$ cat src/rtl/pulse_generator_pkg.sv
// Shared types and helpers for the outbound pulse generator.
package pulse_generator_pkg;

    typedef enum logic [1:0] {PG_IDLE, PG_HIGH, PG_GAP} pg_state_e;

    function automatic int unsigned max_w(input int unsigned a, input int unsigned b);
        return (a > b) ? a : b;
    endfunction

endpackage

$ cat src/rtl/pulse_generator.sv
// Turns single-cycle trigger requests into glitch-free pulses with programmable high width
// and minimum low gap; overlapping requests queue in a saturating counter.
module pulse_generator
    import pulse_generator_pkg::*;
#(
    parameter int unsigned WIDTH_W = 8,
    parameter int unsigned GAP_W   = 8,
    parameter int unsigned PEND_W  = 4
) (
    input  logic               clk,
    input  logic               async_rst_n,
    input  logic               trig_in,
    input  logic [WIDTH_W-1:0] width_cfg,
    input  logic [GAP_W-1:0]   gap_cfg,
    input  logic               ovf_clr,
    output logic               pulse_out,
    output logic               busy,
    output logic [PEND_W-1:0]  pending,
    output logic               overflow
);

    localparam int unsigned CNT_W = max_w(WIDTH_W, GAP_W);
    localparam logic [PEND_W-1:0] PEND_MAX = {PEND_W{1'b1}};

    pg_state_e          state_q, state_d;
    logic [CNT_W-1:0]   cnt_q, cnt_d;
    logic [GAP_W-1:0]   gap_q, gap_d;
    logic [PEND_W-1:0]  pending_q, pending_d;
    logic               overflow_q, overflow_d;
    logic               pulse_q, busy_q;
    logic               want, can_start, start, ovf_set;

    always_comb begin
        want      = trig_in || (pending_q != '0);
        can_start = 1'b0;
        unique case (state_q)
            PG_IDLE: can_start = 1'b1;
            PG_HIGH: can_start = (cnt_q == '0) && (gap_q == '0);
            PG_GAP:  can_start = (cnt_q == '0);
            default: can_start = 1'b0;
        endcase
        start = can_start && want;

        state_d = state_q;
        cnt_d   = cnt_q;
        gap_d   = gap_q;
        unique case (state_q)
            PG_HIGH: begin
                if (cnt_q != '0) begin
                    cnt_d = cnt_q - CNT_W'(1);
                end else if (gap_q != '0) begin
                    state_d = PG_GAP;
                    cnt_d   = CNT_W'(gap_q) - CNT_W'(1);
                end else begin
                    state_d = PG_IDLE;
                end
            end
            PG_GAP: begin
                if (cnt_q != '0) begin
                    cnt_d = cnt_q - CNT_W'(1);
                end else begin
                    state_d = PG_IDLE;
                end
            end
            default: ;
        endcase

        // Width 0 behaves as 1: the counter holds the remaining high cycles minus one.
        if (start) begin
            state_d = PG_HIGH;
            gap_d   = gap_cfg;
            cnt_d   = (width_cfg == '0) ? '0 : CNT_W'(width_cfg) - CNT_W'(1);
        end

        pending_d = pending_q;
        ovf_set   = 1'b0;
        if (start) begin
            if ((pending_q != '0) && !trig_in) begin
                pending_d = pending_q - PEND_W'(1);
            end
        end else if (trig_in) begin
            if (pending_q == PEND_MAX) begin
                ovf_set = 1'b1;
            end else begin
                pending_d = pending_q + PEND_W'(1);
            end
        end

        if (ovf_set) begin
            overflow_d = 1'b1;
        end else if (ovf_clr) begin
            overflow_d = 1'b0;
        end else begin
            overflow_d = overflow_q;
        end
    end

    always_ff @(posedge clk or negedge async_rst_n) begin
        if (!async_rst_n) begin
            state_q    <= PG_IDLE;
            cnt_q      <= '0;
            gap_q      <= '0;
            pending_q  <= '0;
            overflow_q <= 1'b0;
            pulse_q    <= 1'b0;
            busy_q     <= 1'b0;
        end else begin
            state_q    <= state_d;
            cnt_q      <= cnt_d;
            gap_q      <= gap_d;
            pending_q  <= pending_d;
            overflow_q <= overflow_d;
            pulse_q    <= (state_d == PG_HIGH);
            busy_q     <= (state_d != PG_IDLE) || (pending_d != '0);
        end
    end

    assign pulse_out = pulse_q;
    assign busy      = busy_q;
    assign pending   = pending_q;
    assign overflow  = overflow_q;

endmodule
$ cat config.mk
export PLATFORM = sky130hd
export DESIGN_NAME = pulse_generator
export DESIGN_NICKNAME = d
export VERILOG_FILES = /design/src/rtl/pulse_generator_pkg.sv /design/src/rtl/pulse_generator.sv
export SDC_FILE = /design/constraint.sdc
export NUM_CORES = 1
export LEC_CHECK = 0
export BUFFER_PORTS_ARGS = -buffer_cell sky130_fd_sc_hd__buf_4
export CAP_MARGIN = 20
export CORE_ASPECT_RATIO = 1.4
export CORE_MARGIN = 3
export CORE_UTILIZATION = 50
export CTS_CLUSTER_SIZE = 10
export DETAILED_ROUTE_END_ITERATION = 16
export GPL_TIMING_DRIVEN = 0
export HOLD_SLACK_MARGIN = 0.15
export PLACE_DENSITY = 0.73
export RECOVER_POWER = 50
export SETUP_SLACK_MARGIN = 0.02
export SLEW_MARGIN = 40
export SYNTH_ARGS = -nofsm -noshare
export SYNTH_HDL_FRONTEND = slang
export SYNTH_SLANG_ARGS = --single-unit
$ cat constraint.sdc
create_clock -name clk -period 4.25 [get_ports clk]
set_clock_uncertainty 0.2 [all_clocks]
set_input_delay 0.425 -clock clk [delete_from_list [all_inputs] [get_ports clk]]
set_output_delay 0.425 -clock clk [all_outputs]
set_load 0.005 [all_outputs]
Word-level counts from Yosys, hierarchy flattened

Cells that the tools add are included.
Widths: inputs -> output; s select.

Register bits after elaboration: 25
Output and inout port bits: 7
Logic and storage cells: 57
Input bits: 20

Reductions and logical operators: 18
Add/sub/neg operators: 5
Equality and inequality tests: 6
Mux-type cells: 21

Operators by type and width:

| kind                | number |
|---|---|
| $mux 8              | 5 |
| $logic_not 8->1     | 3 |
| $sub 8x1->8 const B | 3 |
| $mux 4              | 4 |
| $pmux 8 s2          | 1 |
| $reduce_bool 8->1   | 2 |
| $mux 2              | 4 |
| $reduce_bool 4->1   | 2 |
| $mux 1              | 5 |
| $add 4x1->4 const B | 1 |
| $eq 2x1->1 const B  | 2 |
| $eq 4x4->1 const B  | 1 |
| $ne 4x4->1 const B  | 1 |
| $pmux 2 s2          | 1 |
| $reduce_bool 2->1   | 2 |
| $sub 4x1->4 const B | 1 |
| $logic_and 1x1->1   | 3 |
| $ne 3x3->1 const B  | 1 |
| $pmux 1 s3          | 1 |
| $reduce_and 3->1    | 1 |
| $reduce_bool 3->1   | 1 |
| $eq 2x2->1 const B  | 1 |
| $logic_not 2->1     | 1 |
| $logic_or 1x1->1    | 2 |
| $logic_not 1->1     | 1 |

Logic depth before layout (Yosys ltp)

Gate-level depths: netlist of run 1.

Depth after elaboration: 7
Depth in mapped cells: 9
Gate-level depth less buffers: 7

Worst setup path before layout of run 1

OpenSTA, ideal clock, no wires.

Kind: reg-to-reg
Start: register state_q[0]
End: register busy_q (netlist: busy)
Arrival time: 2.089 ns
Period minus slack after synthesis: 2.427 ns
Setup slack: 1.823 ns
Buffers on the path: 0
Cell stages (with the launch flop): 8
Setup time: 0.138 ns
Required time: 3.912 ns
Cell sequence: dfrtp_1 > inv_1 > ha_1 > or2_1 > a31oi_2 > o311ai_4 > a221oi_2 > or4_1

Longest elaborated chain between the ends: 6
Elaborated cells on any way between the ends: 13
Those cells by class: eq/ne: 2; mux: 6; reduce/logical: 5

Ends and longest elaborated chain:

| element                            | line                   | RTL |
|---|---|---|
| start, declared                    | pulse_generator.sv:25  | `pg_state_e state_q, state_d;` |
| start signal, assigned             | pulse_generator.sv:108 | `state_q <= state_d;` |
| $eq 2x2->1 (tied with other cells) | pulse_generator.sv:36  | `unique case (state_q)` |
| $pmux 1 s3 (*)                     | pulse_generator.sv:36  |  |
| $logic_and 1x1->1 (*)              | pulse_generator.sv:42  | `start = can_start && want;` |
| $mux 4 (*)                         | pulse_generator.sv:77  | `if (start) begin` |
| net pending_d[0]                   | pulse_generator.sv:28  | `logic [PEND_W-1:0] pending_q, pending_d;` |
| $reduce_bool 4->1 (*)              | pulse_generator.sv:114 | `busy_q <= (state_d != PG_IDLE) \|\| (pending_d != '0);` |
| $logic_or 1x1->1 (*)               | pulse_generator.sv:114 |  |
| end signal, assigned               | pulse_generator.sv:114 |  |
| end, declared                      | pulse_generator.sv:30  | `logic pulse_q, busy_q;` |

Mark *: on every way through the listed nets, which the timed path passes. The rest lies on a longest branch.
A chain may end at the register's enable or synchronous reset.

Worst setup path after layout of run 1

Start: register state_q[0]
End: register cnt_q[5]

Longest elaborated chain between the ends: 5
Elaborated cells on any way between the ends: 11
Those cells by class: eq/ne: 4; mux: 3; reduce/logical: 4

Ends and longest elaborated chain:

| element                                      | line                                         | RTL |
|---|---|---|
| $eq 2x2->1 (tied with other cells)           | pulse_generator.sv:36, pulse_generator.sv:47 |  |
| $pmux 1 s3                                   | pulse_generator.sv:36                        |  |
| $logic_and 1x1->1                            | pulse_generator.sv:42                        |  |
| $ne 4x4->1 (no line) (tied with other cells) | -                                            |  |
| $reduce_and 3->1 (no line)                   | -                                            |  |
| end signal, assigned                         | pulse_generator.sv:109                       | `cnt_q <= cnt_d;` |
| end, declared                                | pulse_generator.sv:26                        | `logic [CNT_W-1:0] cnt_q, cnt_d;` |

Parallel ways exist; a longest one is shown, timed or not.

==> flow_summary.toml, run 1 <==
[outcome]
outcome = "finished, final reports clean"

[synth]
synth_compound_area_frac = 0.2092
synth_cells = 216
syn_nets = 245
synthAdderAreaFrac = 0.05758
synth_top_area_frac = 0.3199
ys_seq_elements = 25
synth_flop_cell = "dfrtp_1"
synth_top_family_by_area = "simple AND/OR/NAND/NOR gates"
synth_simple_gate_area_frac = 0.2764
synthTopCellsByArea = "dfrtp_1 32%, ha_1 5.8%, nand2_1 5.8%, xnor2_1 2.7%, mux2i_1 2.6%"
muxShareOfSynthArea = 0.03903
synth_area_sq_um = 1956
synth_cell_types = 62
synth_edf_count = 0
synth-xor-area-share = 0.04479
synth.avg_cell_area_sq_um = 9.054
ys_warn_count = 0
yosysTopAreaCell = "dfrtp_1"
async_flop_share = 1.000
yosysSeqAreaShare = 0.3199

[die]
io-pin-count = 27
die_h_microns = 80.00
floorplan.initialDensity = 0.5273
dieWidth_microns = 58.86
die-area_sq_um = 4708
core_area_sq_um = 3709
rows = 26

[sta]
slew_headroom = 0.05368
fin_crit_ns = 2.809
grt_setup_unrepaired = "false"
setup_viol = 0
drv_slew = 0
fmax_mhz = 355.9
setup_tns_ns = 0
hold_viol_final = 0
tightest_slew_ns = 1.419
min_period_over_period = 0.6611

[clock_tree]
clock-root-buffer = "clkbuf_8"
cts_buffer_depth = 2
path_clk_slew_ns = 0.08
clock_latency_ns = 0.27
hold_buffers = 8
post_cts_resized = 0
cts_max_level = 1
cts.sinks = 25
cts_buffers = 3
post_cts_buffers = 0
cts_tree = "yes"

[placed_design]
dp_hpwl_mm = 3.314
dpl.cell_count = 284
io_buffers = 26
gp_congestion = 0.9007

[grt]
grt_pass1_wl_mm = 7.500
grt_pass1_vias = 1616
antenna_found_initial = 0
grt_max_degree = 26
overflow = 0
grt_use_total = 0.2056

[power_and_ir_drop]
swShare = 0.3363
p_per_area_nw_per_um2 = 290.5
comb_power_share = 0.346
p_int_w = 0.0004483
p_clk_frac = 0.207
peakVddDrop_mv = 0.2346
power_frac_seq = 0.447
leakagePower_nw = 0.9780
power_switching_w = 0.0002271

[detailed_routing]
route.antenna.remaining_nets = 0
wl_per_cell_microns = 15.17
wirelength_mm = 4.490
route.detailed.drc = 0
drt_first_pass_iters = 4
first_iter_violations = 94
routed-via-count = 1755
post_drt_via_cell_ratio = 5.929

[setup_path]
critical_path.max_fanout = 10
crit_type = "reg2reg"
end_kind = "register"
critPathSlowestCell = "clkbuf_1"
startpoint_type = "register"
arrival_ns = 2.79
crit_top_cell = "nand3_1"
cp.required_ns = 4.23
critical_path.max_stage_delay_ns = 0.41
crit_path_cell_trace = "inv_1, ha_1, or2_1, a31o_2, nand3_1, buf_2, clkbuf_1, nand3_1, o221ai_1"

[layout]
area_delta_synth_final_pct = 18.87
final_cell_mix = "30 x nand2_1, 25 x dfrtp_1, 22 x buf_4, 13 x inv_1"
nets = 284
drive_gt1_frac = 0.2165
finalNonFillerCells = 296
fin_util = 0.6269
final_common_cell = "nand2_1"
insertedDiodeCount = 0

[min_path]
hp-class = "in2reg"

[run]
maxCapViolCount = 0
-- through the flow --
step	worst slack [ns]	hold slack (ns)	area (sq um)	power [W]
final	1.441	0.1544	2325	0.0006754
after global routing	1.184	0.1803	2325	0.0007245
after CTS	1.415	0.1543	2328	0.0006805
after detailed placement	1.457	0.1537	2203	0.0005345
after global placement	1.461	0.1498	2203	0.0005319
after floorplan	1.823	-0.07059	1956	0.0004445
-- cell type report --
type	instances	area (sq um)
inverters	13	48.80
well taps	42	52.55
repair buffers	34	271.5
plain buffers	8	55.05
flip-flops and latches	25	625.6
clock buffers	4	45.04
fillers	352	1384
multi-input cells	170	1226
-- cell usage after synthesis (all sizes together) (3+ instances only) --
cell	count
a21o	3
o31ai	3
o21ai	10
buf	5
xor2	4
mux2i	5
a31oi	5
inv	13
nor4b	3
nor3	12
o221ai	4
nand2	31
o22ai	4
nand4	4
clkbuf	3
or3	4
ha	9
nor4	3
xnor2	6
nand3	10
or4	4
dfrtp	25
a21oi	6
nor2	9
-- critical path, delay by kind of cell (launching register included) --
kind,cells,cell delay [ns]
and+or+nand+nor,3,0.67
AOI/OAI and AO/OA,2,0.37
adders and majority gates,1,0.30
DFF,1,0.40
buffers and inverters,3,0.77
-- metal layers --
layer  track usage  vias to the layer above  share of wire
li1              -                      881              -
met1        0.2513                      827           0.42
met2        0.3606                       34           0.52
met3       0.01942                       13          0.028
met4       0.08163                        0          0.031
met5             0                        -              0
-- path summary, 6_finish.rpt --
kind	cells after the start	endpoint	slack, ns	from
setup / recovery	9	cnt_q[5]$_DFFE_PN0P_	1.44	state_q[0]$_DFF_PN0_
hold / removal	3	gap_q[1]$_DFFE_PN0P_	0.15	gap_cfg[1]
setup reg to reg	9	cnt_q[5]$_DFFE_PN0P_	1.44	state_q[0]$_DFF_PN0_
hold reg to reg	2	overflow$_DFFE_PN0P_	0.33	overflow$_DFFE_PN0P_
max in group asynchronous	2	cnt_q[7]$_DFFE_PN0P_	2.21	async_rst_n
min in group asynchronous	2	pulse_out$_DFF_PN0_	0.81	async_rst_n
-- flip-flops by register name (all words and copies together) (netlist names) --
signal / cells
pulse_out: 1
busy: 1
state_q: 2
cnt_q: 8
gap_q: 8
pending: 4
overflow: 1
-- cells by family (layout without fill, tap and decap cells) --
group	after synthesis	in the layout
xor+xnor	10	10
compound gates	51	51
simple gates	93	93
fa+ha+maj	9	9
mux	7	7
flops	25	25
buf+inv	21	59
-- power by group through the flow --
stage               sequential [W]  combinational (W)  clock, W
finish                    0.000302           0.000234  0.000140
global placement          0.000305           0.000227         0
floorplan                 0.000301           0.000144         0
CTS                       0.000301           0.000236  0.000144
detailed placement        0.000305           0.000229         0
global route              0.000306           0.000265  0.000153
(Power assumes the default switching activity.)
==> run 2: changes to the inputs <==
--- a/config.mk
+++ b/config.mk
@@ -14,7 +14,7 @@
 export DETAILED_ROUTE_END_ITERATION = 16
 export GPL_TIMING_DRIVEN = 0
 export HOLD_SLACK_MARGIN = 0.15
-export PLACE_DENSITY = 0.73
+export PLACE_DENSITY = 0.76
 export RECOVER_POWER = 50
 export SETUP_SLACK_MARGIN = 0.02
 export SLEW_MARGIN = 40
==> constraint.sdc (replaced) <==
create_clock -name clk -period 2.51 [get_ports clk]
set_clock_uncertainty 0.2 [all_clocks]
set_input_delay 0.251 -clock clk [delete_from_list [all_inputs] [get_ports clk]]
set_output_delay 0.251 -clock clk [all_outputs]
set_load 0.005 [all_outputs]
==> run 2 against run 1 <==
  * Cell count increased by 7.8%
  * Core utilization is 9.4 points higher
  * Clock power up 76%
  * Critical path type unchanged
  * Largest cell class unchanged
  * Largest power group unchanged
==> flow_summary.toml, run 2 (synthesis gave the netlist of run 1 again) <==
[clock_tree]
path_clk_slew_ns = 0.09
cts_buffers = 3
cts.sinks = 25
clock-root-buffer = "clkbuf_8"
cts_max_level = 1
cts_tree = "yes"
cts_buffer_depth = 2
clock_latency_ns = 0.27

[die]
core_area_sq_um = 3709
rows = 26
dieWidth_microns = 58.86
floorplan.initialDensity = 0.5273
die_h_microns = 80.00
io-pin-count = 27
die-area_sq_um = 4708

[power_and_ir_drop]
p_per_area_nw_per_um2 = 463.9
peakVddDrop_mv = 0.4291
leakagePower_nw = 1.126
p_total_w = 0.001240

[sta]
hold_viol_final = 0
slew_headroom = 0.06538
min_period_over_period = 0.9852
drv_slew = 0
fmax_mhz = 404.4
tightest_slew_ns = 1.402
setup_viol = 0
fin_crit_ns = 2.473
grt_setup_unrepaired = "true"

[grt]
overflow = 0
grt_use_total = 0.2262
antenna_found_initial = 0
grt_pass1_vias = 1805
grt_max_degree = 26
grt_pass1_wl_mm = 8.245

[detailed_routing]
route.antenna.remaining_nets = 0
post_drt_via_cell_ratio = 6.047
routed-via-count = 1929
wl_per_cell_microns = 16.43
drt_first_pass_iters = 4
route.detailed.drc = 0
wirelength_mm = 5.240
first_iter_violations = 75

[setup_path]
startpoint_type = "register"
end_kind = "register"
cp.required_ns = 2.46
critical_path.max_fanout = 5
timing.rr.end = "busy$_DFF_PN0_"
arrival_ns = 2.42
rrSetupSlack_ns = 0.04
reg2reg_depth = 9
crit_type = "reg2reg"
r2r_start = "gap_q[0]$_DFFE_PN0P_"

[layout]
area_delta_synth_final_pct = 36.72
final_cell_mix = "40 x buf_4, 30 x nand2_1, 22 x dfrtp_1, 13 x dlygate4sd3_1, 9 x nand3_1"
finalInstanceArea_sq_um = 2674
nets = 307
drive_gt1_frac = 0.3646
final_common_cell = "buf_4"
insertedDiodeCount = 0
fill_cells = 279

[min_path]
min_from = "width_cfg[7]"
min_path_cells = 3
min_to = "cnt_q[7]$_DFFE_PN0P_"
hp-class = "in2reg"

[run]
maxCapViolCount = 0

[outcome]
outcome = "finished, final reports clean"

[placed_design]
io_buffers = 26
placed_cell_area_sq_um = 2203
dp_hpwl_mm = 3.501
gp_congestion = 0.8808
## run 2: cell types whose count changed in the layout (fill, tap and decap cells not counted), sizes merged
cell | before | now
clkinv | 0 | 1
dlygate4sd3 | 8 | 13
buf | 27 | 45
clkbuf | 11 | 10
## run 2: cell type report
cell class	count	area (sq um)	area share
inverter	13	48.80	0.01825
timing repair buffer	57	469.2	0.1755
sequential	25	629.4	0.2354
buffer	8	62.56	0.02340
tap	42	52.55	0.01965
clock buffer	3	41.29	0.01544
clock inverter	1	5.005	0.001872
multi-input combinational	170	1365	0.5105
## run 2: metrics by stage
| stage | setup WS [ns] | hold slack, ns | TNS, ns | instances | utilization |
|---|---|---|---|---|---|
| 2_1_floorplan | 0.08290 | -0.2446 | 0 | 216 | - |
| 3_3_place_gp | -0.3367 | -0.02292 | -3.108 | 284 | 0.5941 |
| 3_5_place_dp | -0.3590 | -0.02101 | -3.477 | 284 | 0.5941 |
| 4_1_cts | 0.02053 | 0.1679 | 0 | 311 | 0.6792 |
| 5_1_grt | -0.03930 | 0.2007 | -0.04695 | 319 | 0.7210 |
| 6_report | 0.03717 | 0.1759 | 0 | 319 | 0.7210 |
## run 2: what timing repair did
action / 4_1_cts / 5_1_grt
endpoints found under the hold margin: 37 / 0
setup buffers: 10 / 8
resized for setup: 15 / 25
setup endpoints to repair: 18 / 19
hold buffers: 13 / 0
pin swaps: 4 / 4
## run 2: how the worst max path moves through the flow
stage / start / end / depth (start not counted)
after CTS: cnt_q[1]$_DFFE_PN0P_ / cnt_q[2]$_DFFE_PN0P_ / 8
after global routing: gap_q[0]$_DFFE_PN0P_ / busy$_DFF_PN0_ / 9
final: gap_q[0]$_DFFE_PN0P_ / busy$_DFF_PN0_ / 9
after global placement: state_q[0]$_DFF_PN0_ / cnt_q[5]$_DFFE_PN0P_ / 9
after floorplan: state_q[0]$_DFF_PN0_ / busy$_DFF_PN0_ / 7
after detailed placement: state_q[0]$_DFF_PN0_ / cnt_q[5]$_DFFE_PN0P_ / 9
## run 2: per-layer routing
layer | track usage | part of all wire
met4 | 0.1043 | 0.023
met1 | 0.2672 | 0.39
met5 | 0 | 0
met3 | 0.02427 | 0.033
met2 | 0.3982 | 0.55
## run 2: report_power, final
group / internal, W / switching (W)
logic: 0.000251 / 0.000241
clock network: 0.000111 / 0.000134
registers: 0.000451 / 0.0000523
total: 0.000813 / 0.000428
## run 2: worst max-delay path: stages (launching register included)
cell and delay [ns]:
dfrtp_1 0.39, inv_2 0.08, ha_4 0.18, nor4b_4 0.12, buf_4 0.16, a211o_1 0.28, buf_4 0.17, a31oi_4 0.16
a221oi_2 0.10, or4_1 0.50
==> run 3: changes to the inputs <==
--- a/config.mk
+++ b/config.mk
@@ -8,7 +8,7 @@
 export BUFFER_PORTS_ARGS = -buffer_cell sky130_fd_sc_hd__buf_4
 export CAP_MARGIN = 20
 export CORE_ASPECT_RATIO = 1.4
-export CORE_MARGIN = 3
+export CORE_MARGIN = 2
 export CORE_UTILIZATION = 50
 export CTS_CLUSTER_SIZE = 10
 export DETAILED_ROUTE_END_ITERATION = 16
==> run 3 against run 2 <==
  * Cell area rose by 0.56%
  * Power fell by 1.0%
  * Clock power barely moved
  * Worst setup slack improved by 0.047 ns
  * Count of clock-buffer cells in the layout did not move
  * Via count rose by 0.73%
  * Critical path depth did not move
  * Critical endpoint is now cnt_q[5]$_DFFE_PN0P_
  * Largest cell class unchanged
==> flow_summary.toml, run 3 (synthesis gave the netlist of run 1 again) <==
[layout]
fill_cells = 272
insertedDiodeCount = 0
final_common_cell = "buf_4"
drive_gt1_frac = 0.3548
final_cell_mix = "41 x buf_4, 30 x nand2_1, 23 x dfrtp_1, 14 x dlygate4sd3_1, 9 x nand3_1"
nets = 309
area_delta_synth_final_pct = 37.49

[die]
core_area_sq_um = 3709
io-pin-count = 27
rows = 26
die_h_microns = 78.00
floorplan.initialDensity = 0.5273
die-area_sq_um = 4434
dieWidth_microns = 56.86

[power_and_ir_drop]
power_frac_seq = 0.407
peakVddDrop_mv = 0.4160
p_total_w = 0.001228
leakagePower_nw = 1.135
power_switching_w = 0.0004215
p_clk_frac = 0.200
comb_power_share = 0.393
p_per_area_nw_per_um2 = 456.5
swShare = 0.3434
p_int_w = 0.0008060

[setup_path]
critical_path.max_fanout = 10
startpoint_type = "register"
crit_type = "reg2reg"
end_kind = "register"
arrival_ns = 2.40
cp.required_ns = 2.49

[placed_design]
gp_congestion = 0.8999
io_buffers = 26
dp_hpwl_mm = 3.341

[clock_tree]
cts_buffers = 3
path_clk_slew_ns = 0.09
clock_latency_ns = 0.28
cts_max_level = 1
cts.sinks = 25
cts_tree = "yes"
clock-root-buffer = "clkbuf_8"
cts_buffer_depth = 2

[sta]
min_period_over_period = 0.9664
setup_viol = 0
hold_viol_final = 0
slew_headroom = 0.07329
grt_setup_unrepaired = "true"
fin_crit_ns = 2.426
drv_slew = 0
fmax_mhz = 412.2
tightest_slew_ns = 1.390
setup_tns_ns = 0

[grt]
grt_pass1_vias = 1893
grt_pass1_wl_mm = 8.397
antenna_found_initial = 0
overflow = 0
grt_max_degree = 26
grt_use_total = 0.2408

[min_path]
hp-class = "in2reg"

[detailed_routing]
wl_per_cell_microns = 16.15
drt_first_pass_iters = 4
post_drt_via_cell_ratio = 6.053
wirelength_mm = 5.183
route.detailed.drc = 0
first_iter_violations = 89
routed-via-count = 1943
route.antenna.remaining_nets = 0

[run]
maxCapViolCount = 0

[outcome]
outcome = "finished, final reports clean"
[run 3: final cells by class]
type	count	area, sq um	area share
Multi-Input combinational cell	170	1371	0.5100
Sequential cell	25	628.1	0.2336
Timing Repair Buffer	59	478.0	0.1778
Buffer	8	63.81	0.02373
Tap cell	42	52.55	0.01954
Inverter	13	48.80	0.01815
Clock buffer	3	41.29	0.01536
Clock inverter	1	5.005	0.001861
[run 3: power groups by stage]
stage          Sequential [W]  Clock, W  Combinational [W]
2_1_floorplan        0.000509         0           0.000244
3_3_place_gp         0.000515         0           0.000382
3_5_place_dp         0.000518         0           0.000387
4_1_cts              0.000506  0.000252           0.000443
5_1_grt              0.000506  0.000264           0.000529
6_report             0.000499  0.000246           0.000483
[run 3: worst paths after layout]
path | start | end | slack [ns] | depth (start not counted)
worst max-delay path | state_q[1]$_DFF_PN0_ | cnt_q[5]$_DFFE_PN0P_ | 0.08 | 9
worst min-delay path | width_cfg[7] | cnt_q[7]$_DFFE_PN0P_ | 0.17 | 3
worst max register to register | state_q[1]$_DFF_PN0_ | cnt_q[5]$_DFFE_PN0P_ | 0.08 | 9
worst min register to register | overflow$_DFFE_PN0P_ | overflow$_DFFE_PN0P_ | 0.35 | 2
max in group asynchronous | async_rst_n | pending[1]$_DFF_PN0_ | 0.59 | 2
min in group asynchronous | async_rst_n | pulse_out$_DFF_PN0_ | 0.61 | 2
[run 3: critical path, stage by stage (launching register included)]
cell      delay, ns
dfrtp_1        0.44
inv_1          0.11
ha_2           0.20
or2_4          0.27
a31o_4         0.27
nand3_2        0.13
buf_4          0.19
clkbuf_2       0.27
nand3_1        0.12
o221ai_1       0.11
[run 3: per-stage QoR]
step / area [sq um] / hold WS, ns / cells / setup slack [ns] / utilization
2_1_floorplan: 1956 / -0.2446 / 216 / 0.08290 / -
3_3_place_gp: 2203 / -0.02238 / 284 / -0.3453 / 0.5941
3_5_place_dp: 2203 / -0.01900 / 284 / -0.3083 / 0.5941
4_1_cts: 2584 / 0.1615 / 318 / 0.02294 / 0.6967
5_1_grt: 2689 / 0.1983 / 321 / -0.001797 / 0.7250
6_report: 2689 / 0.1714 / 321 / 0.08421 / 0.7250
[run 3: timing repair]
action                     CTS  global route
gates cloned                 0             0
resized for setup           17            23
setup endpoints to repair   17            12
pin swaps                    5             3
hold buffers                14             0
hold endpoints to repair    38             0
setup buffers               16             4
[run 3: routing by layer]
layer | track usage | wire (microns)
met2 | 0.4186 | 2686
met3 | 0.03167 | 208
met5 | 0 | 0
met1 | 0.2743 | 2061
met4 | 0.1465 | 225
